==> config.mk <==
export PLATFORM = sky130hd
export DESIGN_NAME = arbitro_escrita_br
export DESIGN_NICKNAME = d
export VERILOG_FILES = /design/src/rtl/arbitro_escrita_br.sv
export SDC_FILE = /design/constraint.sdc
export NUM_CORES = 1
export LEC_CHECK = 0
export ABC_AREA = 1
export CAP_MARGIN = 30
export CORE_UTILIZATION = 38
export CTS_BUF_LIST = sky130_fd_sc_hd__clkbuf_16
export DETAILED_ROUTE_END_ITERATION = 8
export MAX_ROUTING_LAYER = met4
export PLACE_DENSITY = 0.77
export SYNTH_ARGS = -nofsm -noshare
export SYNTH_HDL_FRONTEND = slang
export SYNTH_SLANG_ARGS = --single-unit
==> constraint.sdc <==
create_clock -name clock -period 1.7 [get_ports clock]
set_clock_uncertainty 0.2 [all_clocks]
set_input_delay 0.34 -clock clock [delete_from_list [all_inputs] [get_ports clock]]
set_output_delay 0.34 -clock clock [all_outputs]
set_load 0.05 [all_outputs]
==> src/rtl/arbitro_escrita_br.sv <==
// Round-robin arbiter for the register-bank write port plus a per-register pending-write scoreboard.
// Optional write-stage forwarding to read ports A/B is enabled by defining ARB_BR_BYPASS_EN.
module arbitro_escrita_br #(
    parameter int unsigned bits_palavra  = 16,
    parameter int unsigned end_registros = 2,
    parameter int unsigned num_registros = 4
) (
    input  logic                     clock,
    input  logic                     reset,

    input  logic                     Req0_Valid,
    input  logic [end_registros-1:0] Req0_End,
    input  logic [bits_palavra-1:0]  Req0_Dado,
    output logic                     Req0_Ready,

    input  logic                     Req1_Valid,
    input  logic [end_registros-1:0] Req1_End,
    input  logic [bits_palavra-1:0]  Req1_Dado,
    output logic                     Req1_Ready,

    output logic                     Hab_Escrita,
    output logic [end_registros-1:0] Sel_SC,
    output logic [bits_palavra-1:0]  E,

    input  logic                     Reserva_Valid,
    input  logic [end_registros-1:0] Reserva_End,
    output logic                     Reserva_Ready,

    output logic [num_registros-1:0] Ocupado,

    input  logic [end_registros-1:0] Sel_SA,
    input  logic [end_registros-1:0] Sel_SB,
    output logic                     Conflito_A,
    output logic                     Conflito_B,
    output logic                     Bypass_A,
    output logic                     Bypass_B
);

    // r_ultimo = 1 means Req1 won the most recent transfer
    logic                     r_ultimo;
    logic                     r_hab;
    logic [end_registros-1:0] r_sel_sc;
    logic [bits_palavra-1:0]  r_e;
    logic [1:0]               r_pend [num_registros];

    logic                     w_grant0;
    logic                     w_grant1;
    logic                     w_transfer;
    logic [end_registros-1:0] w_end_sel;
    logic [bits_palavra-1:0]  w_dado_sel;
    logic                     w_reserva;
    logic [num_registros-1:0] w_inc;
    logic [num_registros-1:0] w_dec;
    logic [1:0]               w_pend_d [num_registros];

    // Arbitration
    always_comb begin
        w_grant0 = ~reset & Req0_Valid & (~Req1_Valid | r_ultimo);
        w_grant1 = ~reset & Req1_Valid & (~Req0_Valid | ~r_ultimo);
    end

    assign w_transfer = w_grant0 | w_grant1;
    assign w_end_sel  = w_grant1 ? Req1_End  : Req0_End;
    assign w_dado_sel = w_grant1 ? Req1_Dado : Req0_Dado;
    assign Req0_Ready = w_grant0;
    assign Req1_Ready = w_grant1;

    always_ff @(posedge clock) begin
        if (reset) begin
            r_ultimo <= 1'b1;
            r_hab    <= 1'b0;
            r_sel_sc <= '0;
            r_e      <= '0;
        end else begin
            r_hab <= w_transfer;
            if (w_transfer) begin
                r_ultimo <= w_grant1;
                r_sel_sc <= w_end_sel;
                r_e      <= w_dado_sel;
            end
        end
    end

    assign Hab_Escrita = r_hab;
    assign Sel_SC      = r_sel_sc;
    assign E           = r_e;

    // Scoreboard: reserve increments, commit (write in the output register) decrements
    always_comb begin
        w_inc = '0;
        w_dec = '0;
        if (w_reserva) begin
            w_inc[Reserva_End] = 1'b1;
        end
        if (r_hab) begin
            w_dec[r_sel_sc] = 1'b1;
        end
    end

    assign Reserva_Ready = ~reset & ((r_pend[Reserva_End] != 2'd3) | w_dec[Reserva_End]);
    assign w_reserva     = Reserva_Valid & Reserva_Ready;

    always_comb begin
        for (int i = 0; i < num_registros; i++) begin
            w_pend_d[i] = r_pend[i];
            if (w_inc[i] && !w_dec[i]) begin
                w_pend_d[i] = r_pend[i] + 2'd1;
            end else if (w_dec[i] && !w_inc[i] && (r_pend[i] != 2'd0)) begin
                // an unreserved write arriving at zero leaves the count at zero
                w_pend_d[i] = r_pend[i] - 2'd1;
            end
        end
    end

    always_ff @(posedge clock) begin
        if (reset) begin
            for (int i = 0; i < num_registros; i++) begin
                r_pend[i] <= 2'd0;
            end
        end else begin
            for (int i = 0; i < num_registros; i++) begin
                r_pend[i] <= w_pend_d[i];
            end
        end
    end

    always_comb begin
        Ocupado = '0;
        for (int i = 0; i < num_registros; i++) begin
            Ocupado[i] = (r_pend[i] != 2'd0);
        end
    end

`ifdef ARB_BR_BYPASS_EN
    // Forward only when the write in flight is the last outstanding one for that register
    assign Bypass_A = r_hab & (r_sel_sc == Sel_SA) & (r_pend[Sel_SA] == 2'd1);
    assign Bypass_B = r_hab & (r_sel_sc == Sel_SB) & (r_pend[Sel_SB] == 2'd1);
`else
    assign Bypass_A = 1'b0;
    assign Bypass_B = 1'b0;
`endif

    assign Conflito_A = Ocupado[Sel_SA] & ~Bypass_A;
    assign Conflito_B = Ocupado[Sel_SB] & ~Bypass_B;

endmodule
== Word level (Yosys, flattened, before mapping) ==
Memories as Yosys holds them, arrays and structs flattened.
Index checks and enable logic that the tools add are counted.
Storage, ports and cells
  register bits: 20
  bits in latches: 0
  RAM bits: 8
  bits in read-only memories: 0
  input port bits: 47
  output and inout port bits: 30
  memories: 1
Operators by class
  add/subtract/negate cells: 8
  $mul: 0
  div/mod/pow operators: 0
  $lt $le $gt $ge: 6
  equality and inequality tests: 1
  shift operators: 0
  multiplexer cells: 29
  bitwise gates (word level): 18
  reductions and logical operators: 26
Memories
  r_pend: words 4, width 2, read ports 5, clocked after Yosys merged registers in 0, write ports 4, line 44  | logic [1:0] r_pend [num_registros];
Operator list (count)
  $mux 2: 13
  $mux 16: 1
  $logic_and 1x1->1: 14
  $lt 2x3->1 const B: 4
  $add 2x1->2 const B: 4
  $logic_not 1->1: 8
  $mux 1: 8
  $mux 4: 2
  $or 1x1->1: 8
  $reduce_bool 2->1: 4
  $sub 2x1->2 const B: 4
  $and 1x1->1: 6
  $bmux 1 s2: 3
  $demux 1 s2: 2
  $ge 2x1->1 const B: 2
  $not 1->1: 4
  $ne 2x2->1 const B: 1

== Longest topological paths before layout ==
Gate-level depths: netlist of run 1.
  depth after elaboration: 17
  gate-level depth with buffers: 13
  gate-level depth less buffers: 12

== Least setup slack after synthesis of run 1 ==
Ideal clock, no wire load.
  path type: register to register
  from: reg r_sel_sc[0] (netlist: Sel_SC[0])
  to: mem r_pend[0][0]
  setup time: 0.115 ns
  data arrival time: 1.922 ns
  required time: 1.385 ns
  slack: -0.537 ns
  cell stages (with the launch flop): 10
  cell sequence: dfxtp_1 nand3_1 nor2_1 nor2_1 nand2_2 nor2_2 nor2_4 nand4_2 a21oi_1 nor2_1
RTL lines
  from (decl): line 42  | logic [end_registros-1:0] r_sel_sc;
  from (signal assigned): line 78  | r_sel_sc <= w_end_sel;
  to (decl): line 44

== Worst setup path in the final report of run 1 ==
  from: reg r_sel_sc[0] (netlist: Sel_SC[0])
  to: out Reserva_Ready
On the way
  longest elaborated chain between the ends: 9
  elaborated cells between the ends (all ways): 10
  those cells by class: order compare: 2; mux: 5; bitwise: 2; reduce/logical: 1
RTL lines
  $lt 2x3->1 (implied by the code) or $ge 2x1->1 (tied branches): line 96  | w_dec[r_sel_sc] = 1'b1;
  $logic_and 1x1->1 (implied by the code): line 96
  $mux 1 (implied by the code): line 96
  $demux 1 s2 (*): line 96
  $mux 4 (*): line 95  | if (r_hab) begin
  $bmux 1 s2 (*): line 100  | assign Reserva_Ready = ~reset & ((r_pend[Reserva_End] != 2'd3) | w_dec[Reserva_End]);
  $mux 1 (implied by the code) (*): line 100
  $or 1x1->1 (*): line 100
  $and 1x1->1 (*): line 100
  to (decl): line 27  | output logic Reserva_Ready,
Every way passes the cells marked *; elsewhere a longest branch is shown, timed or not. The select of a mux whose other input is x is not followed.

==> flow_summary_export.csv, run 1 <==
group,metric,value,unit
synthesis,ys_seq_elements,28,
die,ios,77,
synthesis,netlist_area,1704,µm²
die,fp.coreArea,4144,µm²
cells_and_area,drive_gt1_share,35.68,%
clocking,clockBufferDepth,2,
worst_setup_path,worstPathCellList,"nor2_4 > nand2_2 > nor2_1 > nor2_1 > nand2_2 > nor2_4 > nor2_4 > buf_12",
synthesis,syn_avg_cell_area,6.312,µm²
worst_setup_path,timing.critical_path.max_delay_family,"simple AND/OR/NAND/NOR gates",
timing,timing.fmax,507.6,MHz
timing,hold_ws,323.3,ps
cells_and_area,finalNetCount,432,
worst_setup_path,cpMostUsedCell,"nor2_4",
die,die_w,68.97,µm
die,num_rows,23,
placed_design,finalWeightedCongestion,0.9059,
timing,rsz0062_at_grt,"true",
timing,tns,-1487,ps
detailed_routing,drt-initial-drc-count,124,
synthesis,yosysWarnings,0,
worst_setup_path,worstPathArrival,1430,ps
pwr,pwr_density_cell,691.7,nW/µm²
worst_setup_path,slowest_delay,380,ps
hold_path,holdCritPathClass,"reg2reg",
clocking,cts_made_buffers,3,
run_status,status,"finished with violations",
worst_setup_path,crit_slowest_cell,"dfxtp_4",
cells_and_area,final_common_cell,"nand2_1",
die,die_y,68.97,µm
placed_design,dp_hpwl,4033,µm
die,initial_core_util,41.12,%
global_route,overflow,0,
clocking,numClockSinks,28,
global_route,grt_pass1_vias,2183,
worst_setup_path,worst-path-buf-inv,1,
worst_setup_path,start_kind,"flop",
worst_setup_path,worstPathMaxFanout,6,
run_status,violations,"negative setup slack",
global_route,track_usage,27.35,%
synthesis,synth_cells,270,
global_route,antenna_found_initial,0,
clocking,cts_tree,"yes",
clocking,holdBufCountCts,0,
pwr,power,2.328,mW
timing,maxSlewViolCount,0,
cells_and_area,final_cell_mix,"nand2_1, buf_4, clkdlybuf4s50_1",
clocking,worstSkewPairLatency,270,ps
pwr,p_leak,1.510,nW
worst_setup_path,required,1160,ps
worst_setup_path,end_kind,"output pin",
worst_setup_path,critical_path_class,"reg2out",
global_route,grt_pass1_wl,9418,µm
detailed_routing,ant_nets,0,
clocking,clk_pin_slew,70,ps
die,die_area,4756,µm²
cells_and_area,antenna_cells,0,
synthesis,ys_seq_area_share,32.89,%
timing,fin_crit_sh,115.9,%
timing,fin_crit,1970,ps
job,max_cap_viol_count,0,
detailed_routing,wl_per_cell,14.45,µm
detailed_routing,finalWirelength,6273,µm
timing,fin_ws,-269.9,ps
detailed_routing,drtPass1Iterations,4,
timing,setup_viol,11,
placed_design,place_ws,-718.6,ps
synthesis,synth_cell_types,25,
pwr,ir_drop,0.7247,mV
detailed_routing,vias,2280,
cells_and_area,area_growth,97.50,%
global_route,grt_max_degree,38,
placed_design,io_buffers,74,
clocking,h-tree-depth,1,
cells_and_area,num-fill-cells,256,
detailed_routing,drc,0,
timing,finalHoldViolCount,0,
detailed_routing,via_per_inst,5.253,
clocking,cts_root_buf,"clkbuf_16",
[state kept, by name (all words and copies together) (netlist names)]
| register | cells |
|---|---|
| E | 16 |
| r_ultimo | 1 |
| Hab_Escrita | 1 |
| Sel_SC | 2 |
| r_pend | 8 |
[logic make-up (layout without fill, tap and decap cells)]
| family | after synthesis | after routing | share of synthesized area (%) |
|---|---|---|---|
| AOI/OAI and AO/OA | 48 | 48 | 16.67 |
| buffers and inverters | 36 | 149 | 9.838 |
| DFF | 28 | 28 | 32.89 |
| other | 1 | 2 | 0.2201 |
| and+or+nand+nor | 157 | 157 | 40.38 |
[cells in the mapped netlist, drive strengths merged]
| cell | count | area share, % |
|---|---|---|
| a21oi | 7 | 2.1 |
| a31oi | 19 | 7.9 |
| buf | 10 | 4.1 |
| clkbuf | 3 | 0.66 |
| clkinv | 1 | 0.22 |
| conb | 1 | 0.22 |
| dfxtp | 28 | 33 |
| inv | 22 | 4.8 |
| nand2 | 86 | 19 |
| nand3 | 24 | 7.3 |
| nand4 | 8 | 4.4 |
| nor2 | 38 | 9.1 |
| nor3 | 1 | 0.29 |
| o211ai | 2 | 0.88 |
| o21ai | 20 | 5.9 |
[worst reg2reg max path: stages, from the launching register on]
cell and delay (ps):
dfxtp_4 380, nor2_4 140, nand2_2 80, nor2_1 100, nor2_1 70, nand2_2 70, nor2_4 40, nor2_4 140
buf_4 190, nand4_2 120, nand3_1 110, nand2_1 60, nor2_1 120
[per-stage QoR]
stage               cell area, µm²  util, %  std cells
finish                        3366    81.22        434
global route                  3366    81.22        434
CTS                           3253    78.50        430
detailed placement            3004    72.49        415
global placement              3004    72.49        415
floorplan                     1745        -        271
[layer usage]
metal / global-route usage, % / share of wire, % / up-vias
met5: - / 0 / -
met4: 7.398 / 1.3 / 0
met3: 9.704 / 7.3 / 11
met2: 50.85 / 53 / 95
met1: 26.53 / 38 / 1055
li1: - / - / 1119
[cell type report]
type	count	area, µm²	area share (%)
repair buffers	122	1405	41.75
well taps	50	62.56	1.859
inverters	23	90.09	2.677
clock inverters	1	30.03	0.8922
clock buffers	3	75.07	2.230
flip-flops and latches	28	585.6	17.40
multi-input cells	207	1117	33.20
[path summary, 6_finish.rpt]
check | end | slack, ps | depth (start not counted) | from
setup reg to reg | r_pend[0][0] | -190 | 12 | Sel_SC[0]
setup / recovery | Reserva_Ready | -270 | 8 | Sel_SC[0]
hold / removal | r_pend[1][1] | 320 | 2 | r_pend[1][1]
hold reg to reg | r_pend[1][1] | 320 | 2 | r_pend[1][1]
[report_power, final]
part | internal, mW | total [mW] | switching (mW)
logic | 0.427 | 0.858 | 0.431
clock network | 0.469 | 0.710 | 0.241
registers | 0.700 | 0.760 | 0.0600
[repair_timing]
item,CTS,global route
resized for setup,44,18
pin swaps,14,9
endpoints found under the setup margin,19,15
cloned,0,1
setup buffers,12,3
(Power assumes the default switching activity.)
==> run 2: changes to the inputs <==
CAP_MARGIN = default   (was 30)
==> results of run 2 <==
Final layout, timing and power as in run 1 (identical DEF).
==> variant, RTL diff (flow settings as in run 2) <==
The option `ARB_BR_BYPASS_EN` is turned on by a define.
--- a/src/rtl/arbitro_escrita_br.sv
+++ b/src/rtl/arbitro_escrita_br.sv
@@ -1,5 +1,7 @@
 // Round-robin arbiter for the register-bank write port plus a per-register pending-write scoreboard.
 // Optional write-stage forwarding to read ports A/B is enabled by defining ARB_BR_BYPASS_EN.
+`define ARB_BR_BYPASS_EN
+
 module arbitro_escrita_br #(
     parameter int unsigned bits_palavra  = 16,
     parameter int unsigned end_registros = 2,
Behaviour: not the same (Yosys sat finds a counterexample within 4 cycles, from zero or initial values and one cycle with reset high).
==> variant against run 2 <==
The run still ends with setup timing left; area after synthesis is 4.2% higher; critical endpoint is now Conflito_A; power is 3.7% higher; cell area is 13% higher; cell count is 12% higher; largest power group unchanged; routed wire length is 21% higher; via count is 17% higher; sequential cell count stayed put; synthesized cell count is 7.8% higher; critical path type is now input port to output port; die area is 4.1% higher; utilization is 4.9 points higher; global-route usage is 2.6 points higher; worst setup slack worse by 0.25 ns.
==> variant: results (changes against run 2) <==
The total of endpoints with negative setup slack in the final report came out at 14 (+3). The maximum number of pins on one net before global-route repair came out at 38 (unchanged). The proportion of layout cells with a drive suffix above 1 came out at 38.8% (+3.1 points). For this design, the slowest cell found on the critical path is clkdlybuf4s15_1. The class of the tightest hold or removal check is register to register.

The count of instances resized after the clock tree is built came to 61 (+39%). The part of the Yosys area used for sequential elements came out at 31.6% (-1.3 points). The number of diodes is 0 (unchanged). The count of cell types in the netlist came out at 23 (-8.0%). The average wire length per cell after detail routing is 15.5 microns (+7.5%). The global placer's final weighted congestion was 0.858 (-5.3%). The post-CTS setup buffer count came out at 16 (+4). The clock distribution power is 0.700 mW (-1%). The half-perimeter wire length after placement came out at 4750 microns (+18%). The count of synthesis-stage warnings from yosys came out at 0 (unchanged). The number of global-route vias before repair is 2596 (+19%). The proportion of power drawn by the clock network is 29.0% (-1.5 points). The final worst-path setup slack was -0.521 ns (-0.251 ns). The final net count came out at 484 (+12%). The fill cell instance count of the final layout came out at 230 (-10%). The number of levels the H-tree was split into is 1 (unchanged).

The ratio of routed vias to standard cells came to 5.46 (+3.9%). The port buffer count is 76 (+2.7%). The worst setup slack after placement came out at -0.720 ns (-0.00186 ns). The wire length of the first global-routing pass came to 11500 microns (+22%).

The placement-stage cell area is 3360 sq um (+12%). The checks that failed: setup timing. The average cell area after synthesis is 6.10 sq um (-3.3%). The delay of the slowest cell on the worst path is 0.26 ns (-0.12 ns). The portion of total power attributed to sequential cells is 31.3% (-1.3 points). The number of design-rule violations left by the first detailed-router iteration came out at 183 (+48%). The aggregate negative setup slack is -5.82 ns (-4.33 ns).

The cell sitting at the root of the clock tree is a clkbuf_16. The total instance count after detailed placement came out at 463 (+12%). The leakage component of the power is 1.73 nW (+15%).

The clock latency reported for the late side of the worst-skew pair came out at 0.26 ns. The switching power of the nets is 0.771 mW (+5.4%). The final non-filler cell total is 488 (+12%). By area the synthesized netlist is led by dfxtp_1 (32%), nand2_1 (18%), o21ai_0 (7.9%), nand3_1 (7.0%), nor2_1 (7.0%). The sequential standard cell area is 588 sq um (+0.43%). The maximum resistive drop on vdd was 0.000468 V (-35%).

The data arrival time of the worst path came out at 1.68 ns (+0.25 ns). The flow ran to the end, but the final reports show violations. The most critical setup path has its startpoint at Sel_SA[1].

The first-pass detailed-route iteration total was 8 (+4). The startpoint identified for the worst register-to-register timing path is Sel_SC[0]. In the synthesized netlist, the cells that appear most often are nand2_1 (86), nor2_1 (33), dfxtp_1 (28), o21ai_0 (28), inv_1 (26). The all-layer global routing usage is 29.9% (+2.6 points).

The largest fanout on the critical path is 4 (-2). The startpoint identified for the worst hold timing path is r_ultimo. Grouping stages by cell kind, the critical path spends the most delay in buffers and inverters.
==> variant: cells by family (layout without fill, tap and decap cells) <==
family | after synthesis | after routing | synth area share [%]
compound gates | 62 | 62 | 20.6
xor+xnor | 1 | 1 | 0.493
buf+inv | 42 | 187 | 9.87
flops | 28 | 28 | 31.6
simple gates | 158 | 158 | 37.5
==> variant: final cells by class <==
type	count	area share [%]
repair buffers	154	44.8
clock inverters	1	0.790
multi-input cells	221	32.2
inverters	29	3.06
flip-flops and latches	28	15.5
well taps	52	1.71
clock buffers	3	1.97
==> variant: worst paths after layout <==
check / end / slack (ns) / cells past startpoint
min reg2reg: r_ultimo / 0.29 / 2
max reg2reg: r_pend[2][0] / -0.50 / 13
min: r_ultimo / 0.29 / 2
max: Conflito_A / -0.52 / 10
==> variant: routing by layer <==
layer	global-route usage, %	vias to the layer above	part of all wire (%)
met3	5.34	36	6.4
li1	-	1270	-
met1	31.1	1195	37
met5	-	-	0
met4	12.0	0	4.4
met2	55.1	163	53
